### src/rtl/mem_responder.sv
// mem_responder: single-port synchronous memory with a fixed-latency read pipeline.
// Optional power-on clear sequencer enabled by defining MEM_CLEAR_ON_RESET_EN.
module mem_responder #(
  parameter int ADDR_W = 8,
  parameter int DATA_W = 8,
  parameter int RD_LAT = 1
) (
  input  logic              clock,
  input  logic              reset,
  input  logic [ADDR_W-1:0] address,
  input  logic              chip_en,
  input  logic              read_write,
  input  logic [DATA_W-1:0] data_in,
  output logic [DATA_W-1:0] data_out,
  output logic              rd_valid,
  output logic              busy
);
  localparam int DEPTH = 1 << ADDR_W;
  if (RD_LAT < 1 || RD_LAT > 4) begin : g_lat_chk
    $error("mem_responder: RD_LAT must be 1..4");
  end
  logic [DATA_W-1:0] mem_q [DEPTH];
  logic [RD_LAT-1:0] vld_q;
  logic [DATA_W-1:0] dat_q [RD_LAT];
  logic              wr_acc;
  logic              rd_acc;
`ifdef MEM_CLEAR_ON_RESET_EN
  typedef enum logic {CLEAR, READY} state_t;
  state_t            state_q, state_d;
  logic [ADDR_W-1:0] cnt_q, cnt_d;
  logic              clr_we;
  // terminal compare happens before the increment, so the counter parks at all-ones
  always_comb begin
    clr_we  = state_q == CLEAR;
    cnt_d   = (clr_we && cnt_q != '1) ? cnt_q + 1'b1 : cnt_q;
    state_d = (clr_we && cnt_q == '1) ? READY : state_q;
  end
  always_ff @(posedge clock) begin
    if (reset) begin
      state_q <= CLEAR;
      cnt_q   <= '0;
    end else begin
      state_q <= state_d;
      cnt_q   <= cnt_d;
    end
  end
  assign busy = clr_we;
`else
  assign busy = 1'b0;
`endif
  assign wr_acc = chip_en && !busy && read_write;
  assign rd_acc = chip_en && !busy && !read_write;
  always_ff @(posedge clock) begin
    if (!reset) begin
      if (wr_acc) mem_q[address] <= data_in;
`ifdef MEM_CLEAR_ON_RESET_EN
      if (clr_we) mem_q[cnt_q] <= '0;
`endif
    end
  end
  // stage data only loads behind a valid, so the last stage holds its last response
  always_ff @(posedge clock) begin
    if (reset) begin
      vld_q <= '0;
      for (int i = 0; i < RD_LAT; i++) dat_q[i] <= '0;
    end else begin
      vld_q[0] <= rd_acc;
      if (rd_acc) dat_q[0] <= mem_q[address];
      for (int i = 1; i < RD_LAT; i++) begin
        vld_q[i] <= vld_q[i-1];
        if (vld_q[i-1]) dat_q[i] <= dat_q[i-1];
      end
    end
  end
  assign data_out = dat_q[RD_LAT-1];
  assign rd_valid = vld_q[RD_LAT-1];
endmodule
### config.mk
export PLATFORM = sky130hd
export DESIGN_NAME = mem_responder
export DESIGN_NICKNAME = d
export VERILOG_FILES = /design/src/rtl/mem_responder.sv
export SDC_FILE = /design/constraint.sdc
export NUM_CORES = 2
export LEC_CHECK = 0
export ABC_AREA = 1
export BUFFER_PORTS_ARGS = -buffer_cell sky130_fd_sc_hd__buf_2
export CORE_MARGIN = 5
export CORE_UTILIZATION = 45
export DETAILED_ROUTE_END_ITERATION = 7
export PLACE_DENSITY = 0.69
export SETUP_SLACK_MARGIN = 0.15
export SLEW_MARGIN = 20
export SYNTH_ARGS = -nofsm -noshare
export SYNTH_HDL_FRONTEND = slang
export SYNTH_SLANG_ARGS = --single-unit
### constraint.sdc
create_clock -name clock -period 2.1 [get_ports clock]
set_input_delay 0.105 -clock clock [delete_from_list [all_inputs] [get_ports clock]]
set_output_delay 0.105 -clock clock [all_outputs]
set_load 0.005 [all_outputs]
* After elaboration in Yosys (flattened, before gate mapping)
Memory sizes are Yosys's and may differ from the RTL's. Cells that the tools add are included. Widths: inputs -> output; s select.
Operators by class: mux-type cells 10, reduce and logical (&&, ||, !) cells 4
Operators by type and width (number):
- $mux 1 | 9
- $mux 8 | 1
- $reduce_or 8->1 | 1
- $logic_and 1x1->1 | 2
- $logic_not 1->1 | 1
Word-level totals: register bits 1, bits in writable memories 2056, input bits 20, output and inout bits 10, word-level logic and storage cells 17, memories kept 2
Memory list:
- mem_q | words 256, bits a word 8, read ports 1, clocked after Yosys merged registers in 0, wr ports 1, line 22 | logic [DATA_W-1:0] mem_q [DEPTH];
- dat_q | words 1, bits a word 8, read ports 1, clocked after Yosys merged registers in 0, wr ports 1, line 24 | logic [DATA_W-1:0] dat_q [RD_LAT];

* Longest topological paths before layout
depth after elaboration 7, depth in mapped cells 17, mapped depth without buffers 15

* Worst setup path before layout
OpenSTA, ideal clock, no wires.
path kind input-to-reg, from in address[1], to mem mem_q[176][0], enable pin, setup time 0.370 ns, data arrival time 1.778 ns, slack -0.049 ns, cell stages on the path 9, path buffers 4, cells stage by stage buf_2 > nor2_2 > buf_2 > buf_4 > inv_1 > nor2_1 > nand2_1 > clkbuf_1 > nor2_1
RTL lines:
- start, declared | line 10 | input logic [ADDR_W-1:0] address,
- end, declared | line 22
No word-level cell before the write port.

* Worst setup path after layout
from mem mem_q[138][2], to mem dat_q[0][2], data pin
On the way: word-level cells in the longest chain between the ends 2
Ends and longest elaborated chain (line):
- $mem_v2 256x8
- $mux 8 (no line)
- end, declared | 24
No other way between the ends.

==> metrics <==
post-route total power=86.1 mW; Slew Viols, Final=0; largest family of logic cells by synthesized area=simple AND/OR/NAND/NOR gates; Worst EP arrival=2500 ps; Slew @ Worst Pin=784 ps; Vias/cell=5.24; Initial Util=45.2%; Clock transition at path regs=60 ps; CP max FO=1; VDD IR max=855 uV; power per cell area=852 nW/um^2; worst hold-check path type=input port to flip-flop; Placer Congestion=0.907; layout cell share with drive strength beyond 1=12.7%; most common cell after layout, fill and taps aside=nand2_1; Crit Path Category=flip-flop to flip-flop; xor/xnor share of the synthesized area=0%; CP most frequent cell=nand2_1; Syn-to-layout area delta=17.8%; Fmax=522 MHz; GRT Util Overall=23.3%; CP Launch Type=flip-flop; CP Buf/Inv Count=1; Syn Nets=8332; Core ar.=190000 um^2; Data required, critical path=2680 ps; DR DRC count=0; Layout fillers=15900; die area=199000 um^2; detailed placement HPWL=147000 um; Finish-stage setup viols=0; Clock Root Buffer=clkbuf_16; Syn Area/Cell=10.3 um^2; DP Area=94200 um^2; buffers added on ports=28; cell family with most CP delay=simple AND/OR/NAND/NOR gates; die height=447 um; flop2flop setup slack=180 ps; commonest cells after routing, fill and taps aside=nand2_1, edfxtp_1, buf_4, nor2_1, clkbuf_16; post-synthesis simple-gate area fraction=25.5%; crit path time final=1920 ps; Syn Inst Count=8312; via count=59900; post-synthesis cell area=85800 um^2; CP cell instances=nand2_1 > nand2_1 > nand2_1 > nand3_1 > nand2_1 > nand2_1 > nor2_1 > buf_4 > nor2_1 > nor2_1 > nand2_1 > nand2_2 > nand2_2 > nor2_2 > nor2_1; Max Cap Viol=0; relative slew slack=47.7%; vias in the first global route=58500; # clock sinks=2057; WL per Instance=20.4 um; Tcrit/Tclk final=91.3%; post-synth cell types=18; # H-tree levels=4; Yosys Warn Count=0; TritonCTS Buffers=202; CTS tree=done; complex-gate fraction of the synthesized area=0.102%; Final TNS setup=0 ps; CP max-delay cell=edfxtp_1; setup bufs post-CTS=0; maximum clock insertion buffer count=3; final WL=234000 um; DRT antenna net count=0; adder-cell area share of the yosys netlist=0%; # IOs=30; outcome=completed; Leak Pwr=40.9 nW; Layout Nets=8783; first-pass GRT wire length=353000 um; FP Rows=160; Skew-Pair Late Insertion Delay=850 ps; Seq/Total Area, Yosys=72.0%; initial DRC count=6117; Yosys reg bits=2057; multiplexer share of the synthesized area=0%; Die W=447 um; slowest stage delay, CP=370 ps; total gr overflow=0; RSZ-0062 raised after global routing=true; CP Capture Type=flip-flop; fin area=101000 um^2; Final Hold Fails=0; Post-Route Utilization=53.2%; Worst Skew=37.6 ps; initial antenna violation count=11; Pre-antenna DRT Iters=6; largest net degree at the start of global routing=87
[tightest hold or removal path, stage by stage]
cell and delay (ps):
buf_2 100, nor2_1 70, buf_4 210, nand2_1 100, nand2_1 50, nor2_1 80, nor2_1 40
[area by class of cell]
| class | instances | area (um^2) | area share (%) |
|---|---|---|---|
| Multi-Input combinational cell | 5790 | 22900 | 22.6 |
| Timing Repair Buffer | 674 | 6760 | 6.69 |
| Clock inverter | 110 | 1050 | 1.04 |
| Sequential cell | 2057 | 61800 | 61.1 |
| Inverter | 38 | 160 | 0.159 |
| Antenna cell | 4 | 10.0 | 0.00991 |
| Tap cell | 2511 | 3140 | 3.11 |
| Clock buffer | 250 | 5300 | 5.24 |
[cell usage after synthesis]
| cell | instances | area [um^2] |
|---|---|---|
| o21ai_0 | 8 | 40.0 |
| clkbuf_1 | 172 | 646 |
| nand3_1 | 162 | 811 |
| buf_4 | 2 | 15.0 |
| inv_1 | 37 | 139 |
| nor2_2 | 1 | 6.26 |
| edfxtp_1 | 2056 | 61700 |
| nand2_1 | 4989 | 18700 |
| buf_1 | 35 | 131 |
| a21oi_1 | 8 | 40.0 |
| o21bai_1 | 1 | 7.51 |
| dfxtp_1 | 1 | 20.0 |
| conb_1 | 1 | 3.75 |
| nor2_4 | 1 | 11.3 |
| buf_2 | 218 | 1090 |
| nor3_1 | 1 | 5.00 |
| inv_2 | 1 | 3.75 |
| nor2_1 | 618 | 2320 |
[final timing paths]
kind,cells after the start,from,to
setup reg to reg,15,mem_q[138][2],dat_q[0][2]
hold / removal,7,address[6],dat_q[0][7]
hold reg to reg,12,mem_q[201][0],dat_q[0][0]
setup / recovery,15,mem_q[138][2],dat_q[0][2]
[layer usage]
metal | vias to the layer above | wire length, um | share of wire, % | global-route usage [%]
met3 | 543 | 20500 | 8.8 | 3.69
met2 | 2680 | 111000 | 48 | 38.1
li1 | 27900 | - | - | -
met1 | 28700 | 91100 | 39 | 30.8
met4 | 0 | 11000 | 4.7 | 10.5
met5 | - | 0 | 0 | 0
[per-stage QoR]
step	worst slack, ps	std cells	hold WS (ps)
detailed placement	-431	11100	422
finish	183	11400	87.2
global route	83.4	11400	64.5
global placement	-434	11100	419
CTS	110	11400	18.1
floorplan	4.05	8312	193
[logic make-up after synthesis]
family | Yosys count
AND/OR/NAND/NOR | 5772
buffers and inverters | 465
other | 1
AO/OA/AOI/OAI | 17
flip-flops | 2057
[repair_timing]
action                                  4_1_cts  5_1_grt
pin swaps                                     1       57
hold endpoints to repair                   1558        0
endpoints found under the setup margin        8        8
resized for setup                            19      106
hold buffers                                 13        0
[flip-flops by register name, summed over array words and instances (netlist names)]
register  flops
dat_q         8
mem_q      2048
rd_valid      1
[where the power goes]
part	internal (mW)	switching [mW]	leakage (nW)
clock	19.8	15.3	3.10
sequential	45.2	0.0294	18.5
combinational	1.69	4.05	19.4
total	66.7	19.4	40.9
Power figures use the tool's default switching activity.
